## src/rtl/mdu_iter.sv

```systemverilog
// rtl/mdu_iter.sv - iterative RISC-V M-extension multiply/divide unit
//
// Ports:
//   clk, rst_n   rising-edge clock, asynchronous active-low reset
//   mdu_valid    request strobe, taken when mdu_ready=1
//   mdu_op[2:0]  000 MUL, 001 MULH, 010 MULHSU, 011 MULHU,
//                100 DIV, 101 DIVU, 110 REM, 111 REMU
//   rs1, rs2     operands (multiplicand/dividend, multiplier/divisor)
//   mdu_ready    idle, can accept a request
//   mdu_done     one-cycle pulse, mdu_result valid
//   mdu_result   registered result, held until the next mdu_done
//   mdu_busy     multiply or divide in progress
module mdu_iter #(
  parameter int XLEN = 32
) (
  input  logic            clk,
  input  logic            rst_n,
  input  logic            mdu_valid,
  input  logic [2:0]      mdu_op,
  input  logic [XLEN-1:0] rs1,
  input  logic [XLEN-1:0] rs2,
  output logic            mdu_ready,
  output logic            mdu_done,
  output logic [XLEN-1:0] mdu_result,
  output logic            mdu_busy
);

  localparam int CW = $clog2(XLEN);
  localparam logic [XLEN-1:0] MIN_NEG = {1'b1, {(XLEN-1){1'b0}}};

  typedef enum logic [1:0] {
    S_IDLE,
    S_MUL,
    S_DIV,
    S_DONE
  } state_t;

  state_t          state_q, state_d;
  logic [2:0]      op_q, op_d;
  logic [XLEN-1:0] a_q, a_d;
  logic [XLEN-1:0] b_q, b_d;
  logic [XLEN-1:0] rem_q, rem_d;
  logic [XLEN-1:0] quo_q, quo_d;
  logic [XLEN-1:0] dvs_q, dvs_d;
  logic [CW-1:0]   cnt_q, cnt_d;
  logic [XLEN-1:0] result_q, result_d;

  // Request decode, evaluated on the live inputs at the accept edge.
  logic            accept;
  logic            in_signed;
  logic            in_div0;
  logic            in_ovf;
  logic            in_special;
  logic [XLEN-1:0] special_res;

  assign accept      = mdu_valid && (state_q == S_IDLE);
  assign in_signed   = ~mdu_op[0];
  assign in_div0     = (rs2 == '0);
  assign in_ovf      = in_signed && (rs1 == MIN_NEG) && (rs2 == '1);
  assign in_special  = mdu_op[2] && (in_div0 || in_ovf);

  always_comb begin
    special_res = '0;
    if (mdu_op[1]) begin
      special_res = in_div0 ? rs1 : '0;
    end else begin
      special_res = in_div0 ? '1 : MIN_NEG;
    end
  end

  // Multiplier: operands are extended to 2*XLEN so one unsigned product
  // covers the signed, mixed and unsigned variants.
  logic            mul_a_signed;
  logic            mul_b_signed;
  logic [2*XLEN-1:0] mul_a_ext;
  logic [2*XLEN-1:0] mul_b_ext;
  logic [2*XLEN-1:0] product;
  logic [XLEN-1:0] mul_res;

  assign mul_a_signed = (op_q[1:0] == 2'b01) || (op_q[1:0] == 2'b10);
  assign mul_b_signed = (op_q[1:0] == 2'b01);
  assign mul_a_ext    = {{XLEN{a_q[XLEN-1] & mul_a_signed}}, a_q};
  assign mul_b_ext    = {{XLEN{b_q[XLEN-1] & mul_b_signed}}, b_q};
  assign product      = mul_a_ext * mul_b_ext;
  assign mul_res      = (op_q[1:0] == 2'b00) ? product[XLEN-1:0] : product[2*XLEN-1:XLEN];

  // Restoring divider step: shift the next dividend bit into the partial
  // remainder and keep the trial subtraction when it does not borrow.
  // The partial remainder is always below the divisor, so bit XLEN of the
  // trial difference is a reliable borrow flag.
  logic [XLEN:0]   rem_shift;
  logic [XLEN:0]   trial;
  logic            take;
  logic [XLEN-1:0] rem_step;
  logic [XLEN-1:0] quo_step;
  logic            q_signed;
  logic [XLEN-1:0] quo_fix;
  logic [XLEN-1:0] rem_fix;
  logic [XLEN-1:0] div_res;

  assign rem_shift = {rem_q, quo_q[XLEN-1]};
  assign trial     = rem_shift - {1'b0, dvs_q};
  assign take      = ~trial[XLEN];
  assign rem_step  = take ? trial[XLEN-1:0] : rem_shift[XLEN-1:0];
  assign quo_step  = {quo_q[XLEN-2:0], take};

  // Signs come from the raw operands kept alongside the magnitudes.
  assign q_signed  = ~op_q[0];
  assign quo_fix   = (q_signed && (a_q[XLEN-1] ^ b_q[XLEN-1])) ? -quo_step : quo_step;
  assign rem_fix   = (q_signed && a_q[XLEN-1]) ? -rem_step : rem_step;
  assign div_res   = op_q[1] ? rem_fix : quo_fix;

  always_comb begin
    state_d  = state_q;
    op_d     = op_q;
    a_d      = a_q;
    b_d      = b_q;
    rem_d    = rem_q;
    quo_d    = quo_q;
    dvs_d    = dvs_q;
    cnt_d    = cnt_q;
    result_d = result_q;

    case (state_q)
      S_IDLE: begin
        if (accept) begin
          op_d  = mdu_op;
          a_d   = rs1;
          b_d   = rs2;
          rem_d = '0;
          cnt_d = '0;
          quo_d = (in_signed && rs1[XLEN-1]) ? -rs1 : rs1;
          dvs_d = (in_signed && rs2[XLEN-1]) ? -rs2 : rs2;
          if (!mdu_op[2]) begin
            state_d = S_MUL;
          end else if (in_special) begin
            result_d = special_res;
            state_d  = S_DONE;
          end else begin
            state_d = S_DIV;
          end
        end
      end
      S_MUL: begin
        result_d = mul_res;
        state_d  = S_DONE;
      end
      S_DIV: begin
        rem_d = rem_step;
        quo_d = quo_step;
        cnt_d = cnt_q + 1'b1;
        if (cnt_q == CW'(XLEN - 1)) begin
          result_d = div_res;
          state_d  = S_DONE;
        end
      end
      S_DONE: begin
        state_d = S_IDLE;
      end
      default: begin
        state_d = S_IDLE;
      end
    endcase
  end

  always_ff @(posedge clk or negedge rst_n) begin
    if (!rst_n) begin
      state_q  <= S_IDLE;
      op_q     <= '0;
      a_q      <= '0;
      b_q      <= '0;
      rem_q    <= '0;
      quo_q    <= '0;
      dvs_q    <= '0;
      cnt_q    <= '0;
      result_q <= '0;
    end else begin
      state_q  <= state_d;
      op_q     <= op_d;
      a_q      <= a_d;
      b_q      <= b_d;
      rem_q    <= rem_d;
      quo_q    <= quo_d;
      dvs_q    <= dvs_d;
      cnt_q    <= cnt_d;
      result_q <= result_d;
    end
  end

  assign mdu_ready  = (state_q == S_IDLE);
  assign mdu_done   = (state_q == S_DONE);
  assign mdu_busy   = (state_q == S_MUL) || (state_q == S_DIV);
  assign mdu_result = result_q;

endmodule
```

## config.mk

```make
export PLATFORM = sky130hd
export DESIGN_NAME = mdu_iter
export DESIGN_NICKNAME = d
export VERILOG_FILES = /design/src/rtl/mdu_iter.sv
export SDC_FILE = /design/constraint.sdc
export NUM_CORES = 2
export LEC_CHECK = 0
export CAP_MARGIN = 20
export CORE_ASPECT_RATIO = 2
export CORE_MARGIN = 4
export CORE_UTILIZATION = 45
export CTS_BUF_LIST = sky130_fd_sc_hd__clkbuf_16
export DETAILED_ROUTE_END_ITERATION = 12
export SYNTH_ARGS = -nofsm -noshare
export SYNTH_HDL_FRONTEND = slang
export SYNTH_SLANG_ARGS = --single-unit
export TNS_END_PERCENT = 100
```

## constraint.sdc

```tcl
create_clock -name clk -period 10.5 [get_ports clk]
set_clock_uncertainty 0.2 [all_clocks]
set_input_delay 1.05 -clock clk [delete_from_list [all_inputs] [get_ports clk]]
set_output_delay 1.05 -clock clk [all_outputs]
set_load 0.01 [all_outputs]
```

==> metrics.txt <==
status=completed; most numerous cell on the critical path=sky130_fd_sc_hd__fa_1; hold path startpoint=dvs_q[16]; final routed DRC violation total=0; Worst Path Arrival=between 9 and 10 ns; number of nets in the finished design=7366; number of placement rows=176; cell count after synthesis=around 6000; area of the core=approximately 120000 um2; Crit path largest cell delay=0.56 ns; post-synthesis sequential area ratio=under 10%; routability congestion estimate=about 0.98; number of global-route vias before repair=between 40000 and 50000; worst reg2reg path depth=32; Relative slew margins=about a quarter; cell family contributing the most delay on the critical path=adder cells; capture instance of the worst register-to-register path=mdu_result[31]; maximum number of pins on one net before global-route repair=102; Setup CP Type=flip-flop to flip-flop; post-synthesis average cell area=around 8.7 um2; Cell Area, Synth=52330 um2; H-tree depth reported by CTS=4; setup repair after global routing missed its margin=no; Clock Sink Count=200; Tightest Hold Check Type=flip-flop to flip-flop; number of buffer and inverter instances along the worst setup path=8; global route total overflow=0; commonest non-fill, non-tap cell in the layout=sky130_fd_sc_hd__inv_1; area occupied by registers=5015 um2; initial DRC count=between 2000 and 2500; area of combinational cells with multiple inputs=approximately 41000 um2; Placed Instance Area=55010 um2; highest-delay cell along the critical path=sky130_fd_sc_hd__fa_1; Antenna Violating Nets Remaining=0; clock buffers created by TritonCTS=17; synthesis warning total=0; CP Capture Type=flip-flop; number of pins with negative max-slew slack in the final report=0; Routed WL=between 150 and 200 mm; Cells on Worst Hold Path=2; number of hold violations in the final report=0; detailed-route vias per instance=between 5 and 6; Worst Setup Start Kind=flip-flop; Worst Max-Slew Pin Slew=approximately 1.1 ns; clock tree from TritonCTS=built; clock input transition at the sequential cells of the worst setup and hold paths=0.09 ns; final design area excluding fillers=around 56000 um2; Endpoint, Worst Hold=dvs_q[16]; leading cell types in the layout, fill and taps excluded=1260 x sky130_fd_sc_hd__inv_1, 1126 x sky130_fd_sc_hd__fa_1, 1014 x sky130_fd_sc_hd__nand2_1, 286 x sky130_fd_sc_hd__and2_1, 266 x sky130_fd_sc_hd__o21ai_0; I/O Buffers=104; clock latency on the worst-skew pair=0.50 ns; Hold Worst Slack=between 0.2 and 0.3 ns; final setup violation count=0; final critical-path required period=slightly below 10 ns; Post-synth ARST share=100.0%; initial antenna violation count=7; Detailed Place HPWL=146.7 mm; maxcap violations=0; number of enable-type register cells in the synthesized netlist=0; CTS Root Cell=sky130_fd_sc_hd__clkbuf_16; number of setup buffers added after CTS=0; register-to-register setup slack=around 0.79 ns; Core Util, Final=between 40 and 50%; wire length of the first global-routing pass=269.5 mm; global-route total usage across every layer=approximately 29%; hold buffers post-CTS=0; achievable clock frequency=approximately 100 MHz; area grow syn2layout=6.484%; Max clock buf depth=2; DIE WIDTH=249.1 um; CP max FO=11; I/O pins=105; Die Y=490.3 um; beginning of the worst register-to-register path=op_q[0]; Setup Total Neg Slack=0 ns; number of fill cells=between 10000 and 15000; main flop type after synthesis=sky130_fd_sc_hd__dfrtp_1; number of vias after detailed routing=41950; library cells used by synthesis=86; die area=around 120000 um2; CP Data Required Time=between 10 and 15 ns; post-route clock period utilization=92.50%; Resized cells post-CTS=0; number of detailed-route iterations in the first pass=6; Initial Utilization=a little under half; layout cell share with drive strength beyond 1=4.354%; register bit count reported by yosys=200; post-synthesis net count=7458; wire per inst=~23 um
worst max-delay path by stage:
stage,startpoint,to,cells after the start,slack [ns]
after floorplan,op_q[1],mdu_result[30],32,1.38
after global placement,b_q[7],mdu_result[7],24,0.63
after detailed placement,op_q[0],mdu_result[31],32,0.81
after CTS,op_q[0],mdu_result[31],32,0.77
after global routing,op_q[0],mdu_result[31],32,0.24
final,op_q[0],mdu_result[31],32,0.79
cell type report:
class / instances / area share [%]
multi-input combinational: 4201 / 74.14
sequential: 200 / 8.999
inverter: 1262 / 8.501
timing repair buffer: 230 / 3.765
tap: 1513 / 3.397
clock buffer: 17 / 0.7634
clock inverter: 15 / 0.4131
antenna: 4 / 0.01796
flip-flops by register name, indices dropped and copies added (netlist names):
name	count
a_q	32
b_q	32
cnt_q	5
dvs_q	31
mdu_result	32
op_q	2
quo_q	32
rem_q	32
state_q	2
metal layers:
metal | vias up | global-route usage (%) | routed length [um]
met5 | - | 0 | 13
met4 | 2 | 18.92 | 14300
met3 | 680 | 3.424 | 7907
met2 | 1561 | 56.53 | 97330
met1 | 21670 | 27.58 | 53940
li1 | 18050 | - | -
cells by family (layout without fill, tap and decap cells):
group | count (synthesis) | after routing | share of synthesized area [%]
flip-flops | 200 | 200 | 9.563
adder cells (fa/ha/maj) | 1384 | 1384 | 49.24
XOR/XNOR | 191 | 191 | 3.197
multiplexers | 93 | 93 | 1.925
AND/OR/NAND/NOR | 1763 | 1763 | 15.43
AO/OA/AOI/OAI | 770 | 770 | 9.100
buffers and inverters | 1603 | 1524 | 11.55
other | 0 | 4 | 0
synth_stat cells, types with 9 or more instances:
master	instances	share of area [%]
sky130_fd_sc_hd__buf_2	13	0.12
sky130_fd_sc_hd__a21oi_1	197	1.9
sky130_fd_sc_hd__mux2_2	61	1.3
sky130_fd_sc_hd__xor2_1	75	1.3
sky130_fd_sc_hd__o221ai_1	9	0.15
sky130_fd_sc_hd__xnor2_1	116	1.9
sky130_fd_sc_hd__nand2_1	1015	7.3
sky130_fd_sc_hd__nand2b_1	27	0.32
sky130_fd_sc_hd__ha_1	258	6.2
sky130_fd_sc_hd__or4_1	9	0.13
sky130_fd_sc_hd__inv_1	1259	9.0
sky130_fd_sc_hd__a211oi_1	15	0.22
sky130_fd_sc_hd__a221oi_1	16	0.27
sky130_fd_sc_hd__o31a_1	10	0.17
sky130_fd_sc_hd__nand3_1	29	0.28
sky130_fd_sc_hd__nor4_1	20	0.24
sky130_fd_sc_hd__o41ai_1	11	0.18
sky130_fd_sc_hd__o21bai_1	11	0.16
sky130_fd_sc_hd__nor2b_1	28	0.33
sky130_fd_sc_hd__nor3_1	41	0.39
sky130_fd_sc_hd__and3_1	36	0.43
sky130_fd_sc_hd__or3_1	27	0.32
sky130_fd_sc_hd__and2_1	286	3.4
sky130_fd_sc_hd__dfrtp_1	200	9.6
sky130_fd_sc_hd__a21o_1	50	0.72
sky130_fd_sc_hd__o21ai_0	267	2.6
sky130_fd_sc_hd__a22oi_1	9	0.13
sky130_fd_sc_hd__a31oi_1	28	0.33
sky130_fd_sc_hd__fa_1	1126	43
sky130_fd_sc_hd__nor2_1	171	1.2
sky130_fd_sc_hd__mux2i_1	32	0.61
sky130_fd_sc_hd__o21a_1	17	0.24
sky130_fd_sc_hd__o211ai_1	16	0.23
sky130_fd_sc_hd__nand4_1	27	0.32
sky130_fd_sc_hd__or2_2	13	0.16
sky130_fd_sc_hd__clkbuf_1	318	2.3
sky130_fd_sc_hd__o31ai_1	19	0.27
sky130_fd_sc_hd__a22o_1	11	0.18
worst min-delay path, cell delays in order, from the launching register on:
cell                      delay (ns)
sky130_fd_sc_hd__dfrtp_1        0.34
sky130_fd_sc_hd__nand2_1        0.05
sky130_fd_sc_hd__o21ai_0        0.06
stage by stage:
step	setup slack (ns)	std cells
after floorplan	1.384	6004
after global placement	0.6321	7402
after detailed placement	0.8135	7404
after CTS	0.7714	7436
after global routing	0.2352	7439
final	0.7876	7442
Power is not shown: default switching activity piles up to over one toggle a cycle in this logic, so the estimate is an artifact.
